`src/rtl/iecdrv_head_pos_if.sv`:
```
// Drive-side bundle of the head-position controller: stepper/motor/activity
// inputs, position and media-sense outputs, and the save request handshake.
interface iecdrv_head_pos_if;
  logic [1:0] stp;
  logic       mtr;
  logic       act;
  logic       side;
  logic       we;
  logic [6:0] track;
  logic       track_side;
  logic       tr00_sense_n;
  logic       wps_n;
  logic       disk_present;
  logic       save_req;
  logic [6:0] save_track;
  logic       save_side;
  logic       save_ack;
  logic       save_ovf;

  modport master (
    output stp, mtr, act, side, we, save_ack,
    input  track, track_side, tr00_sense_n, wps_n, disk_present,
           save_req, save_track, save_side, save_ovf
  );

  modport slave (
    input  stp, mtr, act, side, we, save_ack,
    output track, track_side, tr00_sense_n, wps_n, disk_present,
           save_req, save_track, save_side, save_ovf
  );
endinterface

```
`src/rtl/iecdrv_head_pos.sv`:
```
// Head position / media state tracker for 1541/1571 drive models, with a
// two-entry queue of dirty-track save requests drained by a req/ack handshake.
module iecdrv_head_pos #(
  parameter int HT_MAX   = 84,
  parameter int HT_RESET = 36,
  parameter int SIDES    = 1,
  parameter int CHG_W    = 24
) (
  input  logic             clk,
  input  logic             reset,
  input  logic             ce,
  input  logic             img_mounted,
  input  logic             img_readonly,
  input  logic [31:0]      img_size,
  iecdrv_head_pos_if.slave bus
);

  logic [1:0]       r_stp_old;
  logic [6:0]       r_track_num;
  logic [6:0]       r_track;
  logic             r_side;
  logic             r_track_side;
  logic             r_tr00_n;
  logic             r_dirty;
  logic             r_ovf;
  logic             r_readonly;
  logic             r_present;
  logic             r_mnt_old;
  logic [1:0]       r_q_cnt;
  logic [1:0][7:0]  r_q;
  logic [CHG_W-1:0] r_timer;

  logic [1:0]       w_move;
  logic             w_side_in;
  logic             w_up;
  logic             w_dn;
  logic             w_step;
  logic             w_side_evt;
  logic             w_trig;
  logic             w_pop;
  logic             w_mount;
  logic [7:0]       w_entry;
  logic [6:0]       w_track_num_next;
  logic             w_dirty_next;
  logic [1:0][7:0]  w_q_next;
  logic [1:0]       w_q_cnt_next;
  logic             w_ovf_set;

  generate
    if (SIDES == 2) begin : g_two_sides
      assign w_side_in = bus.side;
    end else begin : g_one_side
      assign w_side_in = 1'b0;
    end
  endgenerate

  // Phase difference modulo 4: 01 steps in, 11 steps out, 10/00 ignored.
  assign w_move     = bus.stp - r_stp_old;
  assign w_up       = bus.mtr & (w_move == 2'b01);
  assign w_dn       = bus.mtr & (w_move == 2'b11);
  assign w_step     = w_up | w_dn;
  assign w_side_evt = (w_side_in != r_side);
  assign w_trig     = r_dirty & (w_step | w_side_evt | ~bus.act);
  assign w_pop      = bus.save_ack & (r_q_cnt != 2'd0);
  assign w_mount    = img_mounted & ~r_mnt_old;
  assign w_entry    = {r_track_num, r_side};

  always_comb begin
    w_track_num_next = r_track_num;
    if (w_up && (r_track_num < 7'(HT_MAX))) begin
      w_track_num_next = r_track_num + 7'd1;
    end else if (w_dn && (r_track_num != 7'd0)) begin
      w_track_num_next = r_track_num - 7'd1;
    end
  end

  // A write in the trigger cycle belongs to the new position, so it re-dirties.
  always_comb begin
    w_dirty_next = r_dirty;
    if (w_trig)  w_dirty_next = 1'b0;
    if (bus.we)  w_dirty_next = 1'b1;
    if (w_mount) w_dirty_next = 1'b0;
  end

  always_comb begin
    w_q_next     = r_q;
    w_q_cnt_next = r_q_cnt;
    w_ovf_set    = 1'b0;
    case ({w_trig, w_pop})
      2'b01: begin
        w_q_next[0]  = r_q[1];
        w_q_cnt_next = r_q_cnt - 2'd1;
      end
      2'b10: begin
        if (r_q_cnt == 2'd2) begin
          w_ovf_set = 1'b1;
        end else begin
          w_q_next[r_q_cnt[0]] = w_entry;
          w_q_cnt_next         = r_q_cnt + 2'd1;
        end
      end
      2'b11: begin
        if (r_q_cnt == 2'd2) begin
          w_q_next[0] = r_q[1];
          w_q_next[1] = w_entry;
        end else begin
          w_q_next[0] = w_entry;
        end
      end
      default: ;
    endcase
  end

  always_ff @(posedge clk) begin
    if (reset) begin
      r_stp_old    <= bus.stp;
      r_track_num  <= 7'(HT_RESET);
      r_track      <= 7'(HT_RESET);
      r_side       <= 1'b0;
      r_track_side <= 1'b0;
      r_tr00_n     <= (HT_RESET != 0);
      r_dirty      <= 1'b0;
      r_ovf        <= 1'b0;
      r_readonly   <= 1'b0;
      r_present    <= 1'b0;
      r_mnt_old    <= img_mounted;
      r_q_cnt      <= 2'd0;
      r_q          <= '0;
      r_timer      <= '0;
    end else begin
      r_stp_old    <= bus.stp;
      r_track_num  <= w_track_num_next;
      r_track      <= r_track_num;
      r_side       <= w_side_in;
      r_track_side <= r_side;
      r_tr00_n     <= (r_track_num != 7'd0);
      r_dirty      <= w_dirty_next;
      r_ovf        <= r_ovf | w_ovf_set;
      r_mnt_old    <= img_mounted;
      r_q_cnt      <= w_q_cnt_next;
      r_q          <= w_q_next;
      if (w_mount) begin
        r_timer    <= '1;
        r_readonly <= img_readonly;
        r_present  <= |img_size;
      end else if (ce && (r_timer != '0)) begin
        r_timer    <= r_timer - 1'b1;
      end
    end
  end

  assign bus.track        = r_track;
  assign bus.track_side   = r_track_side;
  assign bus.tr00_sense_n = r_tr00_n;
  assign bus.wps_n        = ~r_readonly ^ r_timer[CHG_W-2];
  assign bus.disk_present = r_present;
  assign bus.save_req     = (r_q_cnt != 2'd0);
  assign bus.save_track   = r_q[0][7:1];
  assign bus.save_side    = r_q[0][0];
  assign bus.save_ovf     = r_ovf;

endmodule

```
`src/flat_wrapper.sv`:
```
// flat-port wrapper written by rule: the top's interface ports become plain ports
module iecdrv_head_pos_flat 
#(
  parameter int HT_MAX   = 84,
  parameter int HT_RESET = 36,
  parameter int SIDES    = 1,
  parameter int CHG_W    = 24
)
  (clk, reset, ce, img_mounted, img_readonly, img_size, bus_stp, bus_mtr, bus_act, bus_side, bus_we, bus_save_ack, bus_track, bus_track_side, bus_tr00_sense_n, bus_wps_n, bus_disk_present, bus_save_req, bus_save_track, bus_save_side, bus_save_ovf);
  iecdrv_head_pos_if bus_i ();
  input  logic clk;
  input  logic reset;
  input  logic ce;
  input  logic img_mounted;
  input  logic img_readonly;
  input  logic [31:0] img_size;
  input wire logic [$bits(bus_i.stp)-1:0] bus_stp;
  input wire logic [$bits(bus_i.mtr)-1:0] bus_mtr;
  input wire logic [$bits(bus_i.act)-1:0] bus_act;
  input wire logic [$bits(bus_i.side)-1:0] bus_side;
  input wire logic [$bits(bus_i.we)-1:0] bus_we;
  input wire logic [$bits(bus_i.save_ack)-1:0] bus_save_ack;
  output wire logic [$bits(bus_i.track)-1:0] bus_track;
  output wire logic [$bits(bus_i.track_side)-1:0] bus_track_side;
  output wire logic [$bits(bus_i.tr00_sense_n)-1:0] bus_tr00_sense_n;
  output wire logic [$bits(bus_i.wps_n)-1:0] bus_wps_n;
  output wire logic [$bits(bus_i.disk_present)-1:0] bus_disk_present;
  output wire logic [$bits(bus_i.save_req)-1:0] bus_save_req;
  output wire logic [$bits(bus_i.save_track)-1:0] bus_save_track;
  output wire logic [$bits(bus_i.save_side)-1:0] bus_save_side;
  output wire logic [$bits(bus_i.save_ovf)-1:0] bus_save_ovf;
  assign bus_i.stp = bus_stp;
  assign bus_i.mtr = bus_mtr;
  assign bus_i.act = bus_act;
  assign bus_i.side = bus_side;
  assign bus_i.we = bus_we;
  assign bus_i.save_ack = bus_save_ack;
  assign bus_track = bus_i.track;
  assign bus_track_side = bus_i.track_side;
  assign bus_tr00_sense_n = bus_i.tr00_sense_n;
  assign bus_wps_n = bus_i.wps_n;
  assign bus_disk_present = bus_i.disk_present;
  assign bus_save_req = bus_i.save_req;
  assign bus_save_track = bus_i.save_track;
  assign bus_save_side = bus_i.save_side;
  assign bus_save_ovf = bus_i.save_ovf;
  iecdrv_head_pos #(.HT_MAX(HT_MAX), .HT_RESET(HT_RESET), .SIDES(SIDES), .CHG_W(CHG_W)) u_core (.clk(clk), .reset(reset), .ce(ce), .img_mounted(img_mounted), .img_readonly(img_readonly), .img_size(img_size), .bus(bus_i));
endmodule
```
`config.mk`:
```
export PLATFORM = sky130hd
export DESIGN_NAME = iecdrv_head_pos_flat
export DESIGN_NICKNAME = d
export VERILOG_FILES = /design/src/rtl/iecdrv_head_pos_if.sv /design/src/rtl/iecdrv_head_pos.sv /design/src/flat_wrapper.sv
export SDC_FILE = /design/constraint.sdc
export NUM_CORES = 1
export LEC_CHECK = 0
export CELL_PAD_IN_SITES_DETAIL_PLACEMENT = 1
export CELL_PAD_IN_SITES_GLOBAL_PLACEMENT = 1
export CORE_ASPECT_RATIO = 1.1
export CORE_MARGIN = 1.5
export CORE_UTILIZATION = 38
export CTS_BUF_LIST = sky130_fd_sc_hd__clkbuf_16
export DETAILED_ROUTE_END_ITERATION = 10
export PLACE_DENSITY_LB_ADDON = 0.25
export SLEW_MARGIN = 5
export SYNTH_ARGS = -nofsm -noshare
export SYNTH_HDL_FRONTEND = slang
export SYNTH_SLANG_ARGS = --single-unit
export TNS_END_PERCENT = 30
```
`constraint.sdc`:
```
create_clock -name clk -period 3.9 [get_ports clk]
set_input_delay 0.39 -clock clk [delete_from_list [all_inputs] [get_ports clk]]
set_output_delay 0.39 -clock clk [all_outputs]
set_load 0.005 [all_outputs]
```
==> results_dict.tcl <==
set metrics [dict create \
    synth_nets 421 \
    hold_buffers 0 \
    cp_max_fo 7 \
    slew-limit-headroom_pct 29.4 \
    cts_setup_buffers 0 \
    r2r_slack_ns 0.76 \
    tightest_slew_ns 1.06 \
    switching_share_pct 27.5 \
    overflow 0 \
    clkPwrFrac_pct 38.4 \
    wl_microns 8500 \
    crit_end "u_core.r_track_num[6]" \
    drc 0 \
    num_antenna_cells 0 \
    synth_commonest_cells "dfxtp_1 (63), a21oi_1 (33), nand2_1 (26)" \
    yosysTopAreaCell "dfxtp_1" \
    synthTopCellsByArea "dfxtp_1 (40%), xor2_1 (5.6%), a21oi_1 (5.2%)" \
    hold_path.class "flop to flop" \
    dieHeight_microns 98.6 \
    fin_nets 469 \
    crit_required_ns 4.11 \
    htree_levels 3 \
    synth_cell_types 52 \
    drive_above_1_share_pct 5.73 \
    cts_root_buf "clkbuf_16" \
    boundaryPins 65 \
    post_drt_wl_per_cell_microns 16.1 \
    hold_slack_ns 0.469 \
    setup_viol 0 \
    rows 34 \
    final_cells 527 \
    yosys_most_used_dff "dfxtp_1" \
    fmax_mhz 291 \
    critical_path_class "input port to flop" \
    antenna_found_initial 0 \
    track_usage_pct 20.8 \
    p_leak_nw 1.45 \
    grt_pass1_vias 3034 \
    syn_inst 368 \
    fillCellCount 1001 \
    tns_ns 0 \
    reg2reg_depth 9 \
    post_cts_resized 0 \
    synth_area_per_cell_sq_um 8.57 \
    clock_latency_ns 0.32 \
    p_comb_share_pct 18.8 \
    cap_violations 0 \
    layout_worst_path_cycle_share_pct 88.1 \
    port_buffers 62 \
    start_util_pct 39.4 \
    fin_ws_ns 0.464 \
    r2r_end "u_core.r_track_num[6]" \
    register_area_sq_um 1260 \
    worstSetupEndpointType "flop" \
    r2r_start "u_core.r_stp_old[0]" \
    drv_slew 0 \
    cts_buffer_depth 2 \
    power_density_nw_per_um2 434 \
    ys_ff_latch 63 \
    dr_total_vias 2864 \
    die_area_sq_um 8860 \
    period_needed_ns 3.44 \
    ant_nets 0 \
    core_sq_um 8000 \
    multi_input_area_sq_um 1700 \
    drt-initial-drc-count 125 \
    place_worst_setup_slack_ns 0.205 \
    grt_pass1_wl_microns 14700 \
    start_kind "input port" \
    cts.clk_slew.worst_paths_ns 0.05 \
    rsz0062_at_grt "false" \
    dr.pass1.iters 5 \
    via_per_inst 5.43 \
    hold_viol 0 \
    cts_tree "yes" \
    cts_buffers 9 \
    syn-cell-area_sq_um 3150 \
    synth-seq-area-share_pct 40.0 \
    grt_start_max_net_pins 59 \
    async_reset_ff_share_pct 0 \
    synth_edf_count 0 \
    power.switching_uw 480 \
    synth_top_area_share_pct 40.0 \
    seqPwrFrac_pct 42.7 \
    clock_skew_ns 0.00548 \
    crit_arrival_ns 3.65 \
    place.gp.congestion 0.756 \
    area_delta_synth_final_pct 27.5 \
    ys_warn_count 0 \
    crit_start "bus_stp[0]" \
    p_int_mw 1.27 \
    placed_cells 513 \
    fp.dieW_microns 89.9 \
    yosysMostFrequentCell "dfxtp_1" \
    hpwl_microns 6110 \
    cts.sinks 63 \
    peakVddDrop_mv 0.212 \
    status "completed" \
]
-- how the worst min path moves through the flow --
stage	start	end	slack [ns]	depth (start not counted)
2_1_floorplan	img_mounted	u_core.r_mnt_old	0.42	0
4_1_cts	u_core.bus.save_side	u_core.bus.save_side	0.47	1
5_1_grt	u_core.bus.save_side	u_core.bus.save_side	0.48	1
6_report	u_core.bus.save_side	u_core.bus.save_side	0.47	1
3_5_place_dp	u_core.bus.save_side	u_core.bus.save_side	0.47	1
3_3_place_gp	u_core.bus.save_side	u_core.bus.save_side	0.44	1
-- per-stage QoR --
step / utilization, % / total power, mW / cell area (sq um)
detailed placement: 47.2 / 1.09 / 3780
floorplan: - / 0.965 / 3150
global route: 50.3 / 1.84 / 4020
CTS: 50.3 / 1.77 / 4020
global placement: 47.2 / 1.07 / 3780
finish: 50.3 / 1.75 / 4020
-- per-layer routing --
metal  vias up  share of wire, %  GRT usage, %
met2        34                53          39.1
met1      1397                42          22.9
met4         0               2.0          8.91
met5         -                 0             0
li1       1420                 -             -
met3        13               2.4          3.70
-- registers in the layout (all words and copies together) (netlist names) --
| name | flops |
|---|---|
| u_core.r_timer | 24 |
| u_core.bus.save_track | 7 |
| u_core.bus.track | 7 |
| u_core.r_q | 7 |
| u_core.r_track_num | 7 |
| u_core.r_q_cnt | 2 |
| u_core.r_stp_old | 2 |
| u_core.bus.disk_present | 1 |
| u_core.bus.save_ovf | 1 |
| u_core.bus.save_side | 1 |
| u_core.bus.tr00_sense_n | 1 |
| u_core.r_dirty | 1 |
| u_core.r_mnt_old | 1 |
| u_core.r_readonly | 1 |
-- layout by cell type, fill, tap and decap left out, types with 3 or more instances in the layout --
master,netlist,routed
dfxtp_1,63,63
clkdlybuf4s50_1,0,61
a21oi_1,33,33
nand2_1,26,26
nor2_1,25,25
o21ai_0,20,20
xor2_1,20,20
inv_1,15,17
nor4_1,15,15
nor3_1,15,15
nor2b_1,9,9
mux2i_1,9,9
clkbuf_16,0,9
a31oi_1,8,8
ha_1,8,8
o211ai_1,6,6
a222oi_1,6,6
nand4_1,5,5
nand3_1,4,4
nand2b_1,4,4
or4_1,4,4
a21o_1,4,4
or2_2,3,3
xnor2_1,3,3
o21ai_1,3,3
a211oi_1,3,3
o31ai_1,3,3
-- power groups by stage --
stage | Combinational (mW) | Clock, mW | Sequential (mW)
floorplan | 0.225 | 0 | 0.740
global placement | 0.312 | 0 | 0.757
detailed placement | 0.327 | 0 | 0.760
CTS | 0.334 | 0.688 | 0.747
global route | 0.371 | 0.714 | 0.754
finish | 0.329 | 0.671 | 0.747
-- worst max-delay path, cell delays in order --
cell,delay [ns]
clkdlybuf4s50_1,0.47
inv_1,0.05
ha_1,0.20
xnor3_1,0.48
nand3_1,0.29
fa_1,0.52
a211oi_1,0.35
o21bai_1,0.13
a21oi_1,0.20
mux2i_1,0.24
mux2_2,0.35
-- logic make-up after synthesis --
family / Yosys count / share of synthesized area [%]
AND/OR/NAND/NOR: 124 / 20.8
AO/OA/AOI/OAI: 96 / 18.9
flip-flops: 63 / 40.0
buffers and inverters: 41 / 6.07
XOR/XNOR: 24 / 7.10
multiplexers: 10 / 3.21
adder cells (fa/ha/maj): 9 / 3.81
other: 1 / 0.119
-- final cells by class --
type	count	area share, %
clock buffer	9	5.60
inverter	15	1.40
sequential	63	31.4
tap	108	3.36
timing repair buffer	63	15.5
multi-input combinational	264	42.3
clock inverter	5	0.498
(Power assumes the default switching activity.)
